===== config.mk =====
export PLATFORM = sky130hd
export DESIGN_NAME = uart_tx_serializer
export DESIGN_NICKNAME = d
export VERILOG_FILES = /design/src/rtl/uart_tx_serializer.sv
export SDC_FILE = /design/constraint.sdc
export NUM_CORES = 1
export LEC_CHECK = 0
export CORE_MARGIN = 1.5
export CORE_UTILIZATION = 51
export CTS_CLUSTER_DIAMETER = 80
export DETAILED_ROUTE_END_ITERATION = 12
export PLACE_DENSITY = 0.82
export SYNTH_ARGS = -nofsm -noshare
export SYNTH_HDL_FRONTEND = slang
export SYNTH_SLANG_ARGS = --single-unit

===== constraint.sdc =====
create_clock -name CLK -period 2.52 [get_ports CLK]
set_clock_uncertainty 0.1 [all_clocks]
set_input_delay 0.378 -clock CLK [delete_from_list [all_inputs] [get_ports CLK]]
set_output_delay 0.378 -clock CLK [all_outputs]
set_load 0.01 [all_outputs]

===== src/rtl/uart_tx_serializer.sv =====
// UART transmit serializer: accepts a parallel word on a valid/busy handshake and
// shifts out start bit, data bits LSB first, optional even/odd parity, and stop bit.
// Clocked at the bit rate, so one clock period is one bit period.
module uart_tx_serializer #(
   parameter int unsigned DATA_WIDTH = 8
) (
   input  logic                  CLK,
   input  logic                  Reset,
   input  logic [DATA_WIDTH-1:0] P_DATA,
   input  logic                  Data_Valid,
   input  logic                  PAR_EN,
   input  logic                  PAR_TYP,
   output logic                  TX_OUT,
   output logic                  Busy
);

   localparam int unsigned CntW = (DATA_WIDTH > 1) ? $clog2(DATA_WIDTH) : 1;
   localparam logic [CntW-1:0] LastBit = CntW'(DATA_WIDTH - 1);

   typedef enum logic [2:0] {
      StIdle,
      StStart,
      StData,
      StParity,
      StStop
   } state_e;

   state_e                  state_q;
   logic [DATA_WIDTH-1:0]   data_q;
   logic                    par_en_q;
   logic                    par_typ_q;
   logic [CntW-1:0]         cnt_q;
   logic                    tx_q;
   logic                    busy_q;

   logic [CntW-1:0]         cnt_inc;
   logic                    par_bit;

   // Next bit index and parity bit, both derived from the latched frame only.
   always_comb begin
      cnt_inc = cnt_q + CntW'(1);
      // Even parity is the XOR of the data; odd parity inverts it.
      par_bit = (^data_q) ^ par_typ_q;
   end

   // Frame sequencer; TX_OUT and Busy are registered so each state's level appears
   // in the cycle after the edge that enters it.
   always_ff @(posedge CLK or negedge Reset) begin
      if (!Reset) begin
         state_q   <= StIdle;
         data_q    <= '0;
         par_en_q  <= 1'b0;
         par_typ_q <= 1'b0;
         cnt_q     <= '0;
         tx_q      <= 1'b1;
         busy_q    <= 1'b0;
      end else begin
         unique case (state_q)
            StIdle: begin
               if (Data_Valid) begin
                  data_q    <= P_DATA;
                  par_en_q  <= PAR_EN;
                  par_typ_q <= PAR_TYP;
                  tx_q      <= 1'b0;
                  busy_q    <= 1'b1;
                  state_q   <= StStart;
               end
            end
            StStart: begin
               cnt_q   <= '0;
               tx_q    <= data_q[0];
               state_q <= StData;
            end
            StData: begin
               if (cnt_q == LastBit) begin
                  if (par_en_q) begin
                     tx_q    <= par_bit;
                     state_q <= StParity;
                  end else begin
                     tx_q    <= 1'b1;
                     state_q <= StStop;
                  end
               end else begin
                  cnt_q <= cnt_inc;
                  tx_q  <= data_q[cnt_inc];
               end
            end
            StParity: begin
               tx_q    <= 1'b1;
               state_q <= StStop;
            end
            StStop: begin
               // Returning to idle forces at least one idle-high cycle between frames.
               tx_q    <= 1'b1;
               busy_q  <= 1'b0;
               state_q <= StIdle;
            end
            default: begin
               tx_q    <= 1'b1;
               busy_q  <= 1'b0;
               state_q <= StIdle;
            end
         endcase
      end
   end

   assign TX_OUT = tx_q;
   assign Busy   = busy_q;

endmodule


# --- Yosys cells after proc, flatten, opt, wreduce, memory -nomap -nowiden ---
# Index checks and enable logic that the tools add are counted.
word_totals:
  output_inout_bits: 2
  inputBits: 13
  ff_bits: 18
  elab_cells: 40
classes:
  n_mux: 14
  magnitude_cmp: 1
  n_eq_ne: 7
  reduce_logical: 8
  n_bitwise: 2
  addsub: 1
op_table:
  columns: ["cell", "count"]
  rows:
  - ["3-bit 2-to-1 mux", 4]
  - ["3-bit case mux with 4 select lines", 1]
  - ["2-bit AND reduction", 4]
  - ["8-bit XOR reduction", 1]
  - ["3-bit by 2-bit == test with 1-bit output (second input constant)", 2]
  - ["2-bit inequality test (second input constant)", 3]
  - ["3-bit case mux with 2 select lines", 1]
  - ["1-bit 2-to-1 mux", 5]
  - ["3-bit by 4-bit < comparator with 1-bit output (second input constant)", 1]
  - ["3-bit by 1-bit adder with 3-bit output (second input constant)", 1]
  - ["1-bit binary-select mux with 3-bit select", 1]
  - ["3-bit by 1-bit == test with 1-bit output (second input constant)", 1]
  - ["3-bit == test (second input constant)", 1]
  - ["3-bit logical NOT", 1]
  - ["1-bit case mux with 3 select lines", 1]
  - ["3-bit OR reduction", 1]
  - ["1-bit case mux with 2 select lines", 1]
  - ["2-bit nonzero test", 1]
  - ["1-bit inverter", 1]
  - ["1-bit bitwise XOR", 1]

# --- Longest topological paths before layout ---
depth:
  ltp_word: 5
  mapped_depth: 6
  depth_no_buf: 6

# --- Least setup slack after synthesis ---
# OpenSTA, ideal clock, no wires.
synth_path:
  path_kind: "reg2reg"
  startpoint: "register cnt_q[0]"
  endpoint: "register tx_q, in the netlist TX_OUT"
  t_required_ns: 2.354
  n_path_buf: 0
  period_less_slack_ns: 1.908
  stages_incl_launch_ff: 7
  setup_slack_ns: 0.612
  setup_ns: 0.066
  t_arrival_ns: 1.742
  path_cell_list: "dfrtp_1 -> ha_1 -> ha_1 -> mux4_2 -> a211oi_2 -> o31ai_1 -> nand4_1"
synth_between:
  elab_chain_len: 5
  word_cells_on_any_way: 6
  classes_between: "add/sub: 1; eq/ne: 1; mux: 4"
synth_lines:
  columns: ["item", "line_no", "rtl"]
  rows:
  - ["start: declaration", "32", "logic [CntW-1:0] cnt_q;"]
  - ["start signal: assignment", "84", "cnt_q <= cnt_inc;"]
  - ["3-bit by 1-bit adder with 3-bit output", "41", "cnt_inc = cnt_q + CntW'(1);"]
  - ["1-bit binary-select mux with 3-bit select", "85", "tx_q <= data_q[cnt_inc];"]
  - ["1-bit 2-to-1 mux (implied by the code)", "85", null]
  - ["1-bit 2-to-1 mux (*)", "75", "if (cnt_q == LastBit) begin"]
  - ["1-bit case mux with 3 select lines (*)", "58", "unique case (state_q)"]
  - ["end signal: assignment", "71", "tx_q <= data_q[0];"]
  - ["end signal: assignment", "77", "tx_q <= par_bit;"]
  - ["end signal: assignment", "85", null]
  - ["end: declaration", "33", "logic tx_q;"]
# Mark *: on every way between the ends. The rest lies on a longest branch, timed or not. The select of a mux whose other input is x is not followed.
# A chain may end at the register's enable or synchronous reset.

# --- Worst setup path after layout ---
# Same ends and word-level chain as after synthesis.

==> results.tsv <==
stage	metric	value	unit
run_status	status	finished, final reports clean	
hold_path	hp-class	reg -> reg	
floorplan	die_h	45.5	um
synth	synth_area_leader_cell	dfrtp_1	
sta	setup_slack	0.315	ns
worst_setup_path	startpoint	cnt_q[0]	
synth	yosysUniqueCellTypes	26	
synth	synth-seq-cells	18	
hold_path	hp-start	Busy	
synth	synth_area_leaders	dfrtp_1 46%, mux2_2 11%, mux2i_1 5.4%	
sta	fin_hold_ws	0.393	ns
worst_setup_path	crit_required	2.66	ns
clock_tree	cts_setup_buffers	0	
cells_and_area	n_antenna_cell	0	
cells_and_area	drive_gt1_share	19.1	%
sta	setup_violations	0	
clock_tree	cts.reportedPaths.clkPinSlew	0.10	ns
hold_path	holdPathEnd	Busy	
synth	synthCells	78	
floorplan	core	0.00171	sq mm
routing	firstDrtPassIters	4	
routing	drtAntennaViolNets	0	
placed_design	dp_slack	0.351	ns
cells_and_area	areaGrowthSynthToFinish	21.2	%
floorplan	dieArea	0.00207	sq mm
synth	async_flop_share	100	%
worst_setup_path	critPathMaxStageDelay	0.51	ns
sta	fin_tns_setup	0	ns
worst_setup_path	crit_slowest_cell	dfrtp_1	
global_route	grt_pass1_vias	624	
sta	slew_viol_final	0	
sta	slew_headroom	46.5	%
clock_tree	cts_buffers	3	
routing	drt_iter0_drc	6	
clock_tree	cts_resized	0	
synth	synth_top_area_share	46.3	%
clock_tree	clk_path_buf_depth	2	
floorplan	chipWidth	45.5	um
cells_and_area	num-fill-cells	131	
worst_setup_path	critical_path_class	reg -> reg	
sta	min_period	2.20	ns
floorplan	initial_utilization	53.8	%
synth	synthesis.nets	93	
routing	drc	0	
placed_design	place.gp.congestion	0.835	
sta	fin_crit_sh	87.5	%
clock_tree	cts_tree	yes	
global_route	antenna_found_initial	0	
routing	drt_wl_total	1550	um
global_route	grt_first_pass_wirelength	2680	um
sta	rsz0062_at_grt	no	
hold_path	holdPathStages	1	
synth	syn_area_per_cell	11.8	sq um
pwr	ir_drop	0.000690	V
synth	yosys_warnings	0	
placed_design	hpwl	1180	um
cells_and_area	nets	110	
global_route	grt_overflow	0	
routing	viasPerCell	5.29	
routing	wl_per_cell	13.0	um
clock_tree	clk_latency	0.29	ns
clock_tree	cts.htree.levels	1	
worst_setup_path	cp-end-kind	flip-flop	
clock_tree	cts_hold_buf	0	
placed_design	placed_area	0.00108	sq mm
worst_setup_path	crit_fanout	8	
placed_design	portBuffers	14	
worst_setup_path	path_cells	ha_1 -> ha_1 -> mux4_2 -> a211oi_2 -> o31ai_1 -> nand4_1	
global_route	grt_max_degree	19	
synth	synth_edf_count	0	
worst_setup_path	crit_top_cell	ha_1	
worst_setup_path	r2r_start	cnt_q[0]	
synth	netlist_area	920	sq um
pwr	power_density	1350	mW/mm^2
global_route	grt_use_total	18.4	%
flow_run	max_cap_violations	0	
cells_and_area	stdcell_area	0.00111	sq mm
worst_setup_path	reg2reg_slack	0.32	ns
worst_setup_path	cp-start-kind	flip-flop	
sta	finalHoldViolations	0	
sta	worst_pin_slew	0.801	ns
clock_tree	cts_sinks	18	
routing	vias	629	
synth	yosysSeqAreaShare	49.1	%
floorplan	std_cell_rows	15	
sta	fmax	454	MHz
worst_setup_path	arrival	2.34	ns
floorplan	ioPinCount	15	
worst_setup_path	r2r-end	TX_OUT	
synth	synth_ff_type	dfrtp_1	
clock_tree	clock-root-buffer	clkbuf_4	
pwr	leakagePower	0.473	nW
worst_setup_path	reg2reg_depth	6	
[state kept, by name (all words and copies together), names as in the netlist]
| signal | cells |
|---|---|
| Busy | 1 |
| par_en_q | 1 |
| data_q | 8 |
| cnt_q | 3 |
| par_typ_q | 1 |
| TX_OUT | 1 |
| state_q | 3 |
[power by group]
part           total [W]  switching [W]  internal, W
combinational   0.000747       0.000297     0.000449
sequential      0.000580       0.000149     0.000431
clock           0.000178      0.0000899    0.0000881
total            0.00151       0.000536     0.000969
[routing by layer]
layer	up-vias	wire, um	track usage, %	share of wire (%)
met5	-	0	0	0
met4	0	23	10.0	1.5
met3	2	43	3.57	2.8
met2	11	757	30.4	49
met1	310	722	22.3	47
li1	306	-	-	-
[final cells by class]
type	instances	area, sq um	area share [%]
clock buffer	4	36.3	3.25
inverter	4	15.0	1.35
multi-input combinational	53	433	38.8
sequential	18	452	40.5
tap	25	31.3	2.81
timing repair buffer	15	148	13.2
[layout by cell type (no fill, tap or decap), types with 2 or more instances in the layout]
cell	count
xnor2_1	5
clkbuf_4	3
mux2_2	9
inv_1	4
nor2_1	3
nand2_1	7
a22oi_1	2
o21ai_0	6
dfrtp_1	17
a21oi_1	2
ha_1	2
mux2i_1	5
clkdlybuf4s50_1	14
nor3_1	2
[through the flow]
step / utilization, % / power [W] / cells
floorplan: - / 0.00117 / 78
global placement: 63.2 / 0.00130 / 115
detailed placement: 63.2 / 0.00134 / 115
CTS: 65.3 / 0.00152 / 119
global route: 65.3 / 0.00162 / 119
finish: 65.3 / 0.00151 / 119
[critical path, delay by kind of cell (launching register included)]
kind / cells / cell delay [ns]
fa+ha+maj: 2 / 0.59
mux: 1 / 0.51
simple gates: 1 / 0.10
flops: 1 / 0.51
compound gates: 2 / 0.35
[cells in the mapped netlist (all sizes together) (2+ instances only)]
master  count
xnor2       5
nand2       7
a211oi      2
dfrtp      17
o21ai       6
buf         2
ha          2
mux2        9
nor2        3
inv         4
a22oi       2
a21oi       2
mux2i       5
nor3        2
[how the worst max path moves through the flow]
stage / endpoint / cells past startpoint
6_report: TX_OUT / 6
5_1_grt: TX_OUT / 6
4_1_cts: TX_OUT / 6
3_5_place_dp: TX_OUT / 6
3_3_place_gp: TX_OUT / 6
2_1_floorplan: TX_OUT / 6
[logic make-up after synthesis]
kind of cell               Yosys count  share of synthesized area, %
DFF                                 18                          49.1
adders and majority gates            2                          2.72
and+or+nand+nor                     15                          7.48
buffers and inverters                7                          3.81
AOI/OAI and AO/OA                   14                          9.80
xor gates and xnor gates             7                          8.16
muxes                               15                          18.9
No activity file was read; power rests on OpenSTA's default activity.
